==> src/rtl/exp2_fp8.sv <==
// exp2_fp8: y = 2^x for E4M3 operands, 3-stage pipeline (decode, LUT/exponent, pack).
// Optional macro EXP2_SUBNORM_EN produces subnormal results instead of flushing them to zero.
module exp2_fp8 (
   input  logic       clk,
   input  logic       rst_n,
   input  logic       in_valid,
   output logic       in_ready,
   input  logic [7:0] in_data,
   output logic       out_valid,
   input  logic       out_ready,
   output logic [7:0] out_data,
   output logic [1:0] out_flags
);

   // Handshake: a transfer happens on a port when valid & ready are both high at a
   // rising edge; a stage holds its contents while it is valid and cannot move on.
   logic       rdy_q;
   logic       s1_v_q, s2_v_q, s3_v_q;
   logic       s1_en, s2_en, s3_en, accept;

   logic [9:0] s1_fix_q, s1_fix_d;
   logic       s1_nan_q, s1_nan_d;
   logic [5:0] s2_e_q, s2_e_d;
   logic [2:0] s2_mant_q, s2_mant_d;
   logic       s2_nan_q;
   logic [7:0] s3_data_q, s3_data_d;
   logic [1:0] s3_flags_q, s3_flags_d;

   // A stage may load when it is empty or the stage after it is moving.
   assign s3_en    = !s3_v_q || out_ready;
   assign s2_en    = !s2_v_q || s3_en;
   assign s1_en    = !s1_v_q || s2_en;
   assign in_ready = rdy_q && s1_en;
   assign accept   = in_valid && in_ready;

   always_ff @(posedge clk or negedge rst_n) begin
      if (!rst_n) begin
         rdy_q  <= 1'b0;
         s1_v_q <= 1'b0;
         s2_v_q <= 1'b0;
         s3_v_q <= 1'b0;
      end else begin
         rdy_q <= 1'b1;
         if (s1_en) s1_v_q <= accept;
         if (s2_en) s2_v_q <= s1_v_q;
         if (s3_en) s3_v_q <= s2_v_q;
      end
   end

   always_ff @(posedge clk) begin
      if (s1_en) begin
         s1_fix_q <= s1_fix_d;
         s1_nan_q <= s1_nan_d;
      end
      if (s2_en) begin
         s2_e_q    <= s2_e_d;
         s2_mant_q <= s2_mant_d;
         s2_nan_q  <= s1_nan_q;
      end
      if (s3_en) begin
         s3_data_q  <= s3_data_d;
         s3_flags_q <= s3_flags_d;
      end
   end

   // S1: x*16 as floor, via v = |x| * 2^10 so the fraction sits in v[5:0].
   logic [18:0] s1_v;
   logic [12:0] s1_ip;
   logic        s1_fr;

   always_comb begin
      s1_nan_d = (in_data[6:3] == 4'hF) && (in_data[2:0] == 3'h7);
      if (in_data[6:3] == 4'h0) s1_v = {15'd0, in_data[2:0], 1'b0};
      else                      s1_v = 19'({1'b1, in_data[2:0]}) << in_data[6:3];
      s1_ip = s1_v[18:6];
      s1_fr = |s1_v[5:0];
      if (!in_data[7]) begin
         s1_fix_d = (s1_ip > 13'd144) ? 10'd144 : s1_ip[9:0];
      end else if ((s1_ip > 13'd160) || ((s1_ip == 13'd160) && s1_fr)) begin
         s1_fix_d = 10'h360;
      end else begin
         s1_fix_d = 10'd0 - s1_ip[9:0] - {9'd0, s1_fr};
      end
   end

   // S2: integer part becomes the biased exponent, fraction indexes the mantissa LUT.
   logic [9:0] s2_n;

   always_comb begin
      s2_n   = 10'($signed(s1_fix_q) >>> 4);
      s2_e_d = s2_n[5:0] + 6'd7;
      case (s1_fix_q[3:0])
         4'd0, 4'd1:        s2_mant_d = 3'd0;
         4'd2, 4'd3:        s2_mant_d = 3'd1;
         4'd4, 4'd5, 4'd6:  s2_mant_d = 3'd2;
         4'd7, 4'd8:        s2_mant_d = 3'd3;
         4'd9, 4'd10:       s2_mant_d = 3'd4;
         4'd11, 4'd12:      s2_mant_d = 3'd5;
         4'd13:             s2_mant_d = 3'd6;
         default:           s2_mant_d = 3'd7;
      endcase
   end

   // S3: pack; flags are {sat, uf}.
   logic signed [5:0] s3_e;
`ifdef EXP2_SUBNORM_EN
   logic [5:0] s3_sh;
   logic [3:0] s3_wide;
`endif

   always_comb begin
      s3_e       = $signed(s2_e_q);
      s3_data_d  = 8'h00;
      s3_flags_d = 2'b01;
`ifdef EXP2_SUBNORM_EN
      s3_sh   = 6'd1 - s2_e_q;
      s3_wide = {1'b1, s2_mant_q} >> s3_sh;
`endif
      if (s2_nan_q) begin
         s3_data_d  = 8'h7F;
         s3_flags_d = 2'b00;
      end else if ((s3_e >= 6'sd16) || ((s3_e == 6'sd15) && (s2_mant_q == 3'd7))) begin
         s3_data_d  = 8'h7E;
         s3_flags_d = 2'b10;
      end else if (s3_e >= 6'sd1) begin
         s3_data_d  = {1'b0, s2_e_q[3:0], s2_mant_q};
         s3_flags_d = 2'b00;
      end else if (s3_e >= -6'sd2) begin
`ifdef EXP2_SUBNORM_EN
         s3_data_d  = {5'd0, s3_wide[2:0]};
         s3_flags_d = {1'b0, s3_wide[2:0] == 3'd0};
`else
         s3_data_d  = 8'h00;
         s3_flags_d = 2'b01;
`endif
      end
   end

   // Result fields read as zero whenever no result is held, including during reset.
   assign out_valid = s3_v_q;
   assign out_data  = s3_v_q ? s3_data_q : 8'h00;
   assign out_flags = s3_v_q ? s3_flags_q : 2'b00;

endmodule
==> config.mk <==
export PLATFORM = sky130hd
export DESIGN_NAME = exp2_fp8
export DESIGN_NICKNAME = d
export VERILOG_FILES = /design/src/rtl/exp2_fp8.sv
export SDC_FILE = /design/constraint.sdc
export NUM_CORES = 1
export LEC_CHECK = 0
export BUFFER_PORTS_ARGS = -buffer_cell sky130_fd_sc_hd__buf_2
export CORE_MARGIN = 5
export CORE_UTILIZATION = 40
export CTS_CLUSTER_SIZE = 16
export DETAILED_ROUTE_END_ITERATION = 8
export SLEW_MARGIN = 10
export SYNTH_ARGS = -nofsm -noshare
export SYNTH_HDL_FRONTEND = slang
export SYNTH_SLANG_ARGS = --single-unit
==> constraint.sdc <==
create_clock -name clk -period 1.65 [get_ports clk]
set_input_delay 0.33 -clock clk [delete_from_list [all_inputs] [get_ports clk]]
set_output_delay 0.33 -clock clk [all_outputs]
set_load 0.005 [all_outputs]
==> results.sh, run 1 <==
export IMPL_grt_usage_pct=15.0
export IMPL_finalHoldViolCount=0
export IMPL_setup_slack_ps=-979
export IMPL_path_buf_inv=2
export IMPL_holdWs_ps=241
export IMPL_tritoncts="done"
export IMPL_drt_wirelength_per_cell_um=13.3
export IMPL_clk_pin_slew_ps=70
export IMPL_synth_seq_area_share_pct=41.3
export IMPL_dr_pass1_iters=4
export IMPL_die_h_um=87.8
export IMPL_setup_viol=10
export IMPL_synth_flop_cell="edfxtp_1"
export IMPL_crit_path_start_kind="primary input"
export IMPL_num_io_pins=24
export IMPL_synth_fp_nets=277
export IMPL_placed_cell_area_um2=3140
export IMPL_clock_latency_ps=280
export IMPL_final_cell_mix="66 x buf_4, 30 x edfxtp_1, 20 x inv_1, 20 x buf_2, 17 x nand2_1"
export IMPL_synth_async_reset_ratio_pct=11.8
export IMPL_grt_pass1_wl_um=9170
export IMPL_n_antenna_cell=0
export IMPL_synth_edf_count=30
export IMPL_finalPower_mw=3.06
export IMPL_holdCritPathClass="primary input to flop"
export IMPL_viasPerCell=5.04
export IMPL_cpMaxStageDelayCell="a221o_1"
export IMPL_die_w_um=87.8
export IMPL_rows=28
export IMPL_drtIter0Drc=95
export IMPL_synth_seq_cells=34
export IMPL_place_gp_congestion=0.961
export IMPL_endpoint_kind="flop"
export IMPL_antenna_found_initial=0
export IMPL_fmax_mhz=380
export IMPL_critPathKind="primary input to flop"
export IMPL_layout_min_cycle_time_ps=2630
export IMPL_dp_hpwl_um=4350
export IMPL_dieArea_um2=7720
export IMPL_rsz0062_at_grt="true"
export IMPL_slew_viol_final=0
export IMPL_vias=2068
export IMPL_gr_total_overflow=0
export IMPL_area_growth_synth_to_final_pct=40.1
export IMPL_cp_required_ps=1690
export IMPL_status="finished with violations"
export IMPL_drc_errors=0
export IMPL_cts_root_buffer="clkbuf_8"
export IMPL_critPathMaxStageDelay_ps=340
export IMPL_pre_cts_slack_ps=-1360
export IMPL_crit_arrival_ps=2670
export IMPL_ys_warn_count=0
export IMPL_cap_violations=0
export IMPL_numCtsBuffers=5
export IMPL_io_buffers=22
export IMPL_avgSynthCellArea_um2=9.93
export IMPL_skew_ps=6.11
export IMPL_totalWireLength_um=5450
export IMPL_ctsHtreeMaxLevel=2
export IMPL_syn_instance_count=244
export IMPL_cp_top_family="compound AO/OA/AOI/OAI gates"
export IMPL_cp_max_fo=4
export IMPL_nNetsFinal=367
export IMPL_postRouteAntennaNets=0
export IMPL_grt_max_degree=13
export IMPL_first_global_vias=2089
export IMPL_clk_path_buf_depth=2
export IMPL_netlist_area_um2=2420
export IMPL_design_area_um2=3400
export IMPL_crit_chain="buf_6, mux2i_1, nor2_1, a21oi_1, a221o_1, ha_2, ha_4, inv_4, ha_4, o21ba_4, o22ai_4, o41ai_4, xnor2_1, nor2_1, a311o_1"
export IMPL_drive_above_1_share_pct=39.7
export IMPL_vdd_ir_drop_max_mv=0.476
export IMPL_clkSinkCount=34
export IMPL_finalSetupTns_ps=-8790
export IMPL_synth_cell_type_count=53
export IMPL_core_region_area_um2=5920
export IMPL_p_leak_nw=1.52
export IMPL_final_common_cell="buf_4"
export IMPL_start_util_pct=40.9
export IMPL_period_share_pct=159
export IMPL_violations="negative setup slack"
export IMPL_power_density_nw_per_um2=901
worst reg2reg max path: stages (launching register included):
cell and delay, ps:
edfxtp_1 350, inv_1 60, or4_4 540, a21oi_2 170, buf_4 130, nor3_1 40
cells in the mapped netlist, types with 2 or more instances:
library cell,n,area share (%)
nand3b_1,3,0.93
xor2_1,5,1.8
buf_2,3,0.62
conb_1,2,0.31
o21bai_1,2,0.62
a31oi_1,4,1.0
a221oi_1,2,0.72
nor3b_1,2,0.62
ha_1,21,11
nand4_1,2,0.52
nand3_1,6,1.2
nor2_1,12,1.9
xnor2_1,6,2.2
a221o_1,3,1.2
o21ai_0,10,2.1
and2_1,14,3.6
inv_1,23,3.6
a21oi_1,9,1.9
nor2b_1,7,1.8
nand2_1,18,2.8
a32o_1,4,1.7
o41ai_1,2,0.72
a211oi_1,2,0.62
mux2i_1,4,1.7
nor3_1,8,1.7
nand2b_1,8,2.1
dfrtp_1,4,4.1
clkbuf_1,3,0.46
edfxtp_1,30,37
nor4_1,2,0.52
cell type report:
type,instances,area [µm²]
multi-input combinational,178,1470
fill,536,2520
sequential,34,1000
clock inverter,1,5.00
inverter,24,92.6
tap,75,93.8
timing repair buffer,91,651
clock buffer,7,86.3
stage by stage:
step,utilization (%),cells
2_1_floorplan,-,244
3_3_place_gp,53.1,396
3_5_place_dp,53.1,396
4_1_cts,56.8,409
5_1_grt,57.4,410
6_report,57.4,410
path summary, 6_finish.rpt:
kind | from | end | cells after the start | slack [ps]
max in group asynchronous | rst_n | s2_v_q | 2 | 1160
min in group asynchronous | rst_n | s1_v_q | 2 | 370
worst min-delay path | in_valid | s1_v_q | 3 | 240
worst max register to register | s2_e_q[3] | s3_flags_q[0] | 5 | 110
worst max-delay path | in_data[3] | s1_fix_q[9] | 15 | -980
worst min register to register | s1_nan_q | s2_nan_q | 0 | 420
cells by family (layout without fill, tap and decap cells):
logic type      after synthesis  in the layout  synth area share [%]
simple gates                 85             85                  18.6
compound gates               54             54                  17.1
flops                        34             34                  41.3
buf+inv                      32            123                  5.58
fa+ha+maj                    21             21                  10.8
xor+xnor                     11             11                  3.98
mux                           5              5                  2.27
other cells                   2              2                 0.310
routing by layer:
layer / track usage [%] / vias up / wire [µm]
met4: 3.91 / 0 / 78
met1: 16.2 / 965 / 2120
met2: 29.6 / 35 / 3080
met3: 2.82 / 8 / 172
li1: - / 1060 / -
met5: 0 / - / 0
report_power, final:
group,internal [mW],switching [mW]
Combinational,0.562,0.508
Sequential,1.25,0.110
Clock,0.336,0.293
state kept, by name, summed over array words and instances (netlist names):
signal      cells
out_valid       1
s3_data_q       7
s1_v_q          1
s2_v_q          1
s2_mant_q       3
s2_e_q          6
s3_flags_q      2
rdy_q           1
s1_nan_q        1
s1_fix_q       10
s2_nan_q        1
what timing repair did:
action,4_1_cts,5_1_grt
pin swaps,19,6
endpoints found under the setup margin,11,16
endpoints found under the hold margin,4,0
cloned,0,0
hold buffers,1,0
gates resized for setup,26,6
buffers inserted,5,1
Power figures use the tool's default switching activity.
==> inputs of run 2 (changes only) <==
--- a/config.mk
+++ b/config.mk
@@ -7,9 +7,10 @@
 export LEC_CHECK = 0
 export BUFFER_PORTS_ARGS = -buffer_cell sky130_fd_sc_hd__buf_2
 export CORE_MARGIN = 5
-export CORE_UTILIZATION = 40
+export CORE_UTILIZATION = 58
 export CTS_CLUSTER_SIZE = 16
 export DETAILED_ROUTE_END_ITERATION = 8
+export PLACE_DENSITY = 0.78
 export SLEW_MARGIN = 10
 export SYNTH_ARGS = -nofsm -noshare
 export SYNTH_HDL_FRONTEND = slang
==> constraint.sdc (replaced) <==
create_clock -name clk -period 1.65 [get_ports clk]
set_input_delay 0.33 -clock clk [delete_from_list [all_inputs] [get_ports clk]]
set_output_delay 0.33 -clock clk [all_outputs]
set_load 0.01 [all_outputs]
==> run 2 against run 1 <==
The flow still finishes with violations (negative setup slack). Utilization is 29 points higher. Die area down 28%. Combinational power up 13%. Clock power decreased by 10%. Register-to-register slack got worse by 40 ps. Cell area up 2.7%. Critical path depth did not move. Clock skew is 1.7 ps lower. Final cell count down 4.9%. Via count increased by 9.7%.
==> results.sh, run 2 (synthesis gave the netlist of run 1 again) <==
export IMPL_grt_max_degree=13
export IMPL_cp_required_ps=1680
export IMPL_first_global_vias=2289
export IMPL_finalHoldViolCount=0
export IMPL_antenna_found_initial=0
export IMPL_crit_path_start_kind="primary input"
export IMPL_cap_violations=0
export IMPL_largest_reg_flops=10
export IMPL_vias=2269
export IMPL_postRouteAntennaNets=0
export IMPL_gr_total_overflow=0
export IMPL_path_depth=15
export IMPL_path_buf_inv=2
export IMPL_ctsHtreeMaxLevel=2
export IMPL_finalPower_mw=3.15
export IMPL_vdd_ir_drop_max_mv=0.422
export IMPL_drt_wirelength_per_cell_um=17.2
export IMPL_rsz0062_at_grt="true"
export IMPL_clkSinkCount=34
export IMPL_layout_min_cycle_time_ps=2690
export IMPL_clk_pin_slew_ps=60
export IMPL_place_gp_congestion=0.884
export IMPL_period_share_pct=163
export IMPL_crit_arrival_ps=2720
export IMPL_grt_pass1_wl_um=10200
export IMPL_holdCritPathClass="primary input to flop"
export IMPL_clk_path_buf_depth=2
export IMPL_largest_register="s1_fix_q"
export IMPL_viasPerCell=5.82
export IMPL_critPathMaxStageDelay_ps=360
export IMPL_rows=23
export IMPL_biggestRegsByFlops="s1_fix_q (10), s3_data_q (7), s2_e_q (6)"
export IMPL_area_growth_synth_to_final_pct=43.8
export IMPL_fmax_mhz=372
export IMPL_n_antenna_cell=0
export IMPL_slew_viol_final=0
export IMPL_placed_cell_area_um2=3120
export IMPL_final_common_cell="buf_4"
export IMPL_crit_chain="buf_8, mux2i_1, nor2_1, a21oi_1, a221o_1, ha_2, ha_4, inv_2, ha_4, o21ba_4, o22ai_4, o41ai_2, xnor2_1, nor2_1, a311o_1"
export IMPL_final_cell_mix="69 x buf_4, 30 x edfxtp_1, 20 x buf_2"
export IMPL_pre_cts_slack_ps=-1370
export IMPL_status="finished with violations"
export IMPL_critPathKind="primary input to flop"
export IMPL_drc_errors=0
export IMPL_cp_top_family="compound AO/OA/AOI/OAI gates"
export IMPL_reg2reg_depth=5
export IMPL_tritoncts="done"
export IMPL_numCtsBuffers=5
export IMPL_core_region_area_um2=4030
export IMPL_setup_viol=10
export IMPL_cp_max_fo=5
export IMPL_skew_ps=4.37
export IMPL_p_leak_nw=1.55
export IMPL_power_density_nw_per_um2=903
export IMPL_num_io_pins=24
export IMPL_dr_pass1_iters=4
export IMPL_clock_latency_ps=280
export IMPL_totalWireLength_um=6730
export IMPL_start_util_pct=60.2
export IMPL_dieArea_um2=5570
export IMPL_io_buffers=22
export IMPL_drive_above_1_share_pct=43.2
export IMPL_cpMaxStageDelayCell="a221o_1"
export IMPL_drtIter0Drc=155
export IMPL_nNetsFinal=372
export IMPL_endpoint_kind="flop"
export IMPL_setup_slack_ps=-1040
export IMPL_slew_headroom_pct=66.0
export IMPL_dp_hpwl_um=4550
export IMPL_whs_path_depth=3
export IMPL_grt_usage_pct=24.0
export IMPL_violations="negative setup slack"
export IMPL_worst_pin_slew_ps=507
export IMPL_die_h_um=74.6
export IMPL_design_area_um2=3490
export IMPL_die_w_um=74.6
export IMPL_cts_root_buffer="clkbuf_8"
## run 2: layout make-up
| class | count | area (µm²) |
|---|---|---|
| clock buffers | 8 | 80.1 |
| fillers | 214 | 543 |
| inverters | 24 | 90.1 |
| multi-input cells | 178 | 1540 |
| flip-flops and latches | 34 | 1000 |
| well taps | 50 | 62.6 |
| repair buffers | 96 | 708 |
## run 2: report_power, final
group          internal (mW)  switching (mW)
sequential              1.25           0.118
combinational          0.602           0.610
clock                  0.299           0.266
## run 2: timing repair
item	in CTS	in global routing
setup endpoints to repair	12	13
buffers inserted	11	2
hold endpoints to repair	4	0
resized for setup	36	12
hold buffers	1	0
cloned	1	0
pin swaps	29	13
## run 2: stage by stage
stage	std cells	util [%]	hold WS, ps	TNS [ps]
finish	390	86.5	257	-9430
global route	390	86.5	264	-10310
CTS	390	85.2	249	-8640
detailed placement	370	77.5	141	-13190
global placement	370	77.5	138	-12750
floorplan	244	-	34.4	-9770
## run 2: worst paths after layout
| check | from | endpoint | slack, ps |
|---|---|---|---|
| min | in_valid | s1_v_q | 260 |
| max | in_data[3] | s1_fix_q[9] | -1040 |
| max in group asynchronous | rst_n | s1_v_q | 1140 |
| max reg2reg | s2_e_q[3] | s3_data_q[3] | 70 |
| min in group asynchronous | rst_n | out_valid | 390 |
| min reg2reg | s1_nan_q | s2_nan_q | 430 |
## run 2: worst min-delay path: stages
cell     delay [ps]
buf_2            80
nand2_1          40
nand2_1          50
## run 2: per-layer routing
layer,share of wire [%],GRT usage [%],up-vias,wire [µm]
li1,-,-,1073,-
met1,36,26.0,1051,2430
met2,53,46.1,106,3550
met3,5.1,2.94,39,340
met4,6.0,10.9,0,402
met5,0,0,-,0
==> inputs of run 3 (changes only) <==
--- a/config.mk
+++ b/config.mk
@@ -6,8 +6,8 @@
 export NUM_CORES = 1
 export LEC_CHECK = 0
 export BUFFER_PORTS_ARGS = -buffer_cell sky130_fd_sc_hd__buf_2
-export CORE_MARGIN = 5
 export CORE_UTILIZATION = 58
+export CTS_CLUSTER_DIAMETER = 120
 export CTS_CLUSTER_SIZE = 16
 export DETAILED_ROUTE_END_ITERATION = 8
 export PLACE_DENSITY = 0.78
==> constraint.sdc (replaced) <==
create_clock -name clk -period 2.8 [get_ports clk]
set_input_delay 0.56 -clock clk [delete_from_list [all_inputs] [get_ports clk]]
set_output_delay 0.56 -clock clk [all_outputs]
set_load 0.01 [all_outputs]
==> run 3 against run 2 <==
The flow still finishes with violations (negative setup slack). Sequential power fell by 41%. Utilization decreased by 2.4 points. Sequential cell count stayed put. Clock power is 39% lower. First-iteration DRC count decreased by 42%. Routed wire length down 6.5%. Final cell count fell by 2.3%. Worst setup slack better by 920 ps. Critical path depth shrank 4. Die area shrank 20%. Sequential share of layout area rose by 1.0 points.
==> results.sh, run 3 (synthesis gave the netlist of run 1 again) <==
export IMPL_largest_reg_flops=10
export IMPL_setup_viol=9
export IMPL_dr_pass1_iters=6
export IMPL_endpoint_kind="flop"
export IMPL_cts_hold_buffers_added=0
export IMPL_violations="negative setup slack"
export IMPL_rsz0062_at_grt="true"
export IMPL_path_buf_inv=2
export IMPL_critPathKind="primary input to flop"
export IMPL_gr_total_overflow=0
export IMPL_drtIter0Drc=90
export IMPL_cp_max_fo=8
export IMPL_layout_min_cycle_time_ps=2920
export IMPL_wl_met3_um=279
export IMPL_dp_hpwl_um=4630
export IMPL_crit_path_start_kind="primary input"
export IMPL_totalWireLength_um=6290
export IMPL_drive_above_1_share_pct=38.7
export IMPL_crit_arrival_ps=2950
export IMPL_postRouteAntennaNets=0
export IMPL_die_h_um=66.6
export IMPL_skew_ps=3.51
export IMPL_cp_top_family="simple AND/OR/NAND/NOR gates"
export IMPL_finalHoldViolCount=0
export IMPL_tritoncts="done"
export IMPL_grt_max_degree=15
export IMPL_grt_usage_pct=29.8
export IMPL_top_layer_used="met4"
export IMPL_num_io_pins=24
export IMPL_final_common_cell="buf_4"
export IMPL_wl_met2_um=3490
export IMPL_crit_chain="buf_12, mux2i_4, or2_4, a31oi_4, buf_4, nand2_2, ha_1, nand4_1, or4_4, mux2_4, a32o_1"
export IMPL_io_buffers=22
export IMPL_clkSinkCount=34
export IMPL_ctsHtreeMaxLevel=2
export IMPL_numCtsBuffers=5
export IMPL_core_region_area_um2=4000
export IMPL_setup_slack_ps=-123
export IMPL_cap_violations=0
export IMPL_vias=2214
export IMPL_dp_cells=370
export IMPL_dieArea_um2=4440
export IMPL_place_gp_congestion=0.890
export IMPL_n_antenna_cell=0
export IMPL_nNetsFinal=363
export IMPL_vdd_ir_drop_max_mv=0.228
export IMPL_holdWs_ps=65.3
export IMPL_m1WireLength_um=2380
export IMPL_fillers=215
export IMPL_finish_utilization_pct=84.1
export IMPL_clk_pin_slew_ps=70
export IMPL_cp_required_ps=2830
export IMPL_start_util_pct=60.6
export IMPL_slew_viol_final=0
export IMPL_grt_pass1_wl_um=9760
export IMPL_worst_pin_slew_ps=767
export IMPL_first_global_vias=2229
export IMPL_period_share_pct=104
export IMPL_final_cell_mix="63 x buf_4, 30 x edfxtp_1, 21 x inv_1"
export IMPL_drc_errors=0
export IMPL_ff2ff_setup_slack_ps=1150
export IMPL_power_density_nw_per_um2=537
export IMPL_slew_headroom_pct=48.5
export IMPL_cpMaxStageDelayCell="or4_4"
export IMPL_rows=23
export IMPL_critPathMaxStageDelay_ps=560
export IMPL_p_leak_nw=1.49
export IMPL_drt_wirelength_per_cell_um=16.5
export IMPL_die_w_um=66.6
export IMPL_status="finished with violations"
export IMPL_holdCritPathClass="primary input to async pin"
export IMPL_antenna_found_initial=0
export IMPL_instances_no_fill=381
export IMPL_viasPerCell=5.81
export IMPL_area_growth_synth_to_final_pct=38.8
export IMPL_clock_latency_ps=280
export IMPL_biggestRegsByFlops="s1_fix_q (10), s3_data_q (7), s2_e_q (6)"
export IMPL_cts_root_buffer="clkbuf_8"
export IMPL_clk_path_buf_depth=2
export IMPL_largest_register="s1_fix_q"
export IMPL_fmax_mhz=342
run 3: final cells by class:
type	instances	area [µm²]	share of cell area (%)
Sequential cell	34	1000	29.8
Multi-Input combinational cell	178	1500	44.6
Timing Repair Buffer	87	631	18.7
Inverter	24	90.1	2.68
Tap cell	50	62.6	1.86
Clock buffer	6	72.6	2.16
Clock inverter	2	8.76	0.260
run 3: repair_timing:
action                     in CTS  in global routing
gates resized for setup        18                 15
hold endpoints to repair        0                  0
setup endpoints to repair      10                 10
setup buffers                   0                  4
pin swaps                      11                 10
run 3: per-stage QoR:
step	TNS (ps)	cell area, µm²	power, mW	worst slack, ps
after floorplan	-582	2530	1.18	-265
after global routing	-1460	3360	1.91	-198
after global placement	-2960	3100	1.38	-359
after detailed placement	-3700	3100	1.42	-454
final	-752	3360	1.81	-123
after CTS	-59.2	3260	1.77	-59.2
run 3: layer usage:
| metal | global-route usage (%) | up-vias |
|---|---|---|
| met3 | 5.31 | 18 |
| met4 | 16.5 | 0 |
| met1 | 30.1 | 1066 |
| met5 | 0 | - |
| met2 | 56.7 | 77 |
| li1 | - | 1053 |
run 3: final timing paths:
| kind | endpoint | from | depth (start not counted) |
|---|---|---|---|
| max in group asynchronous | out_valid | rst_n | 1 |
| max | s1_fix_q[1] | in_data[4] | 11 |
| max reg2reg | s3_data_q[3] | s2_e_q[3] | 5 |
| min reg2reg | s2_nan_q | s1_nan_q | 0 |
| min in group clk | s2_nan_q | s1_nan_q | 0 |
| min | rdy_q | rst_n | 1 |
run 3: worst reg2reg max path, delay by kind of cell, from the launching register on:
family                 cells  cell delay [ps]
AND/OR/NAND/NOR            2              710
buffers and inverters      1               50
AO/OA/AOI/OAI              2              390
flip-flops                 1              350
run 3: report_power, final:
part | switching (mW) | internal (mW) | total (mW) | leakage, nW
clock network | 0.172 | 0.171 | 0.342 | 0.0426
logic | 0.329 | 0.325 | 0.655 | 1.07
registers | 0.0715 | 0.737 | 0.809 | 0.375
total | 0.573 | 1.23 | 1.81 | 1.49
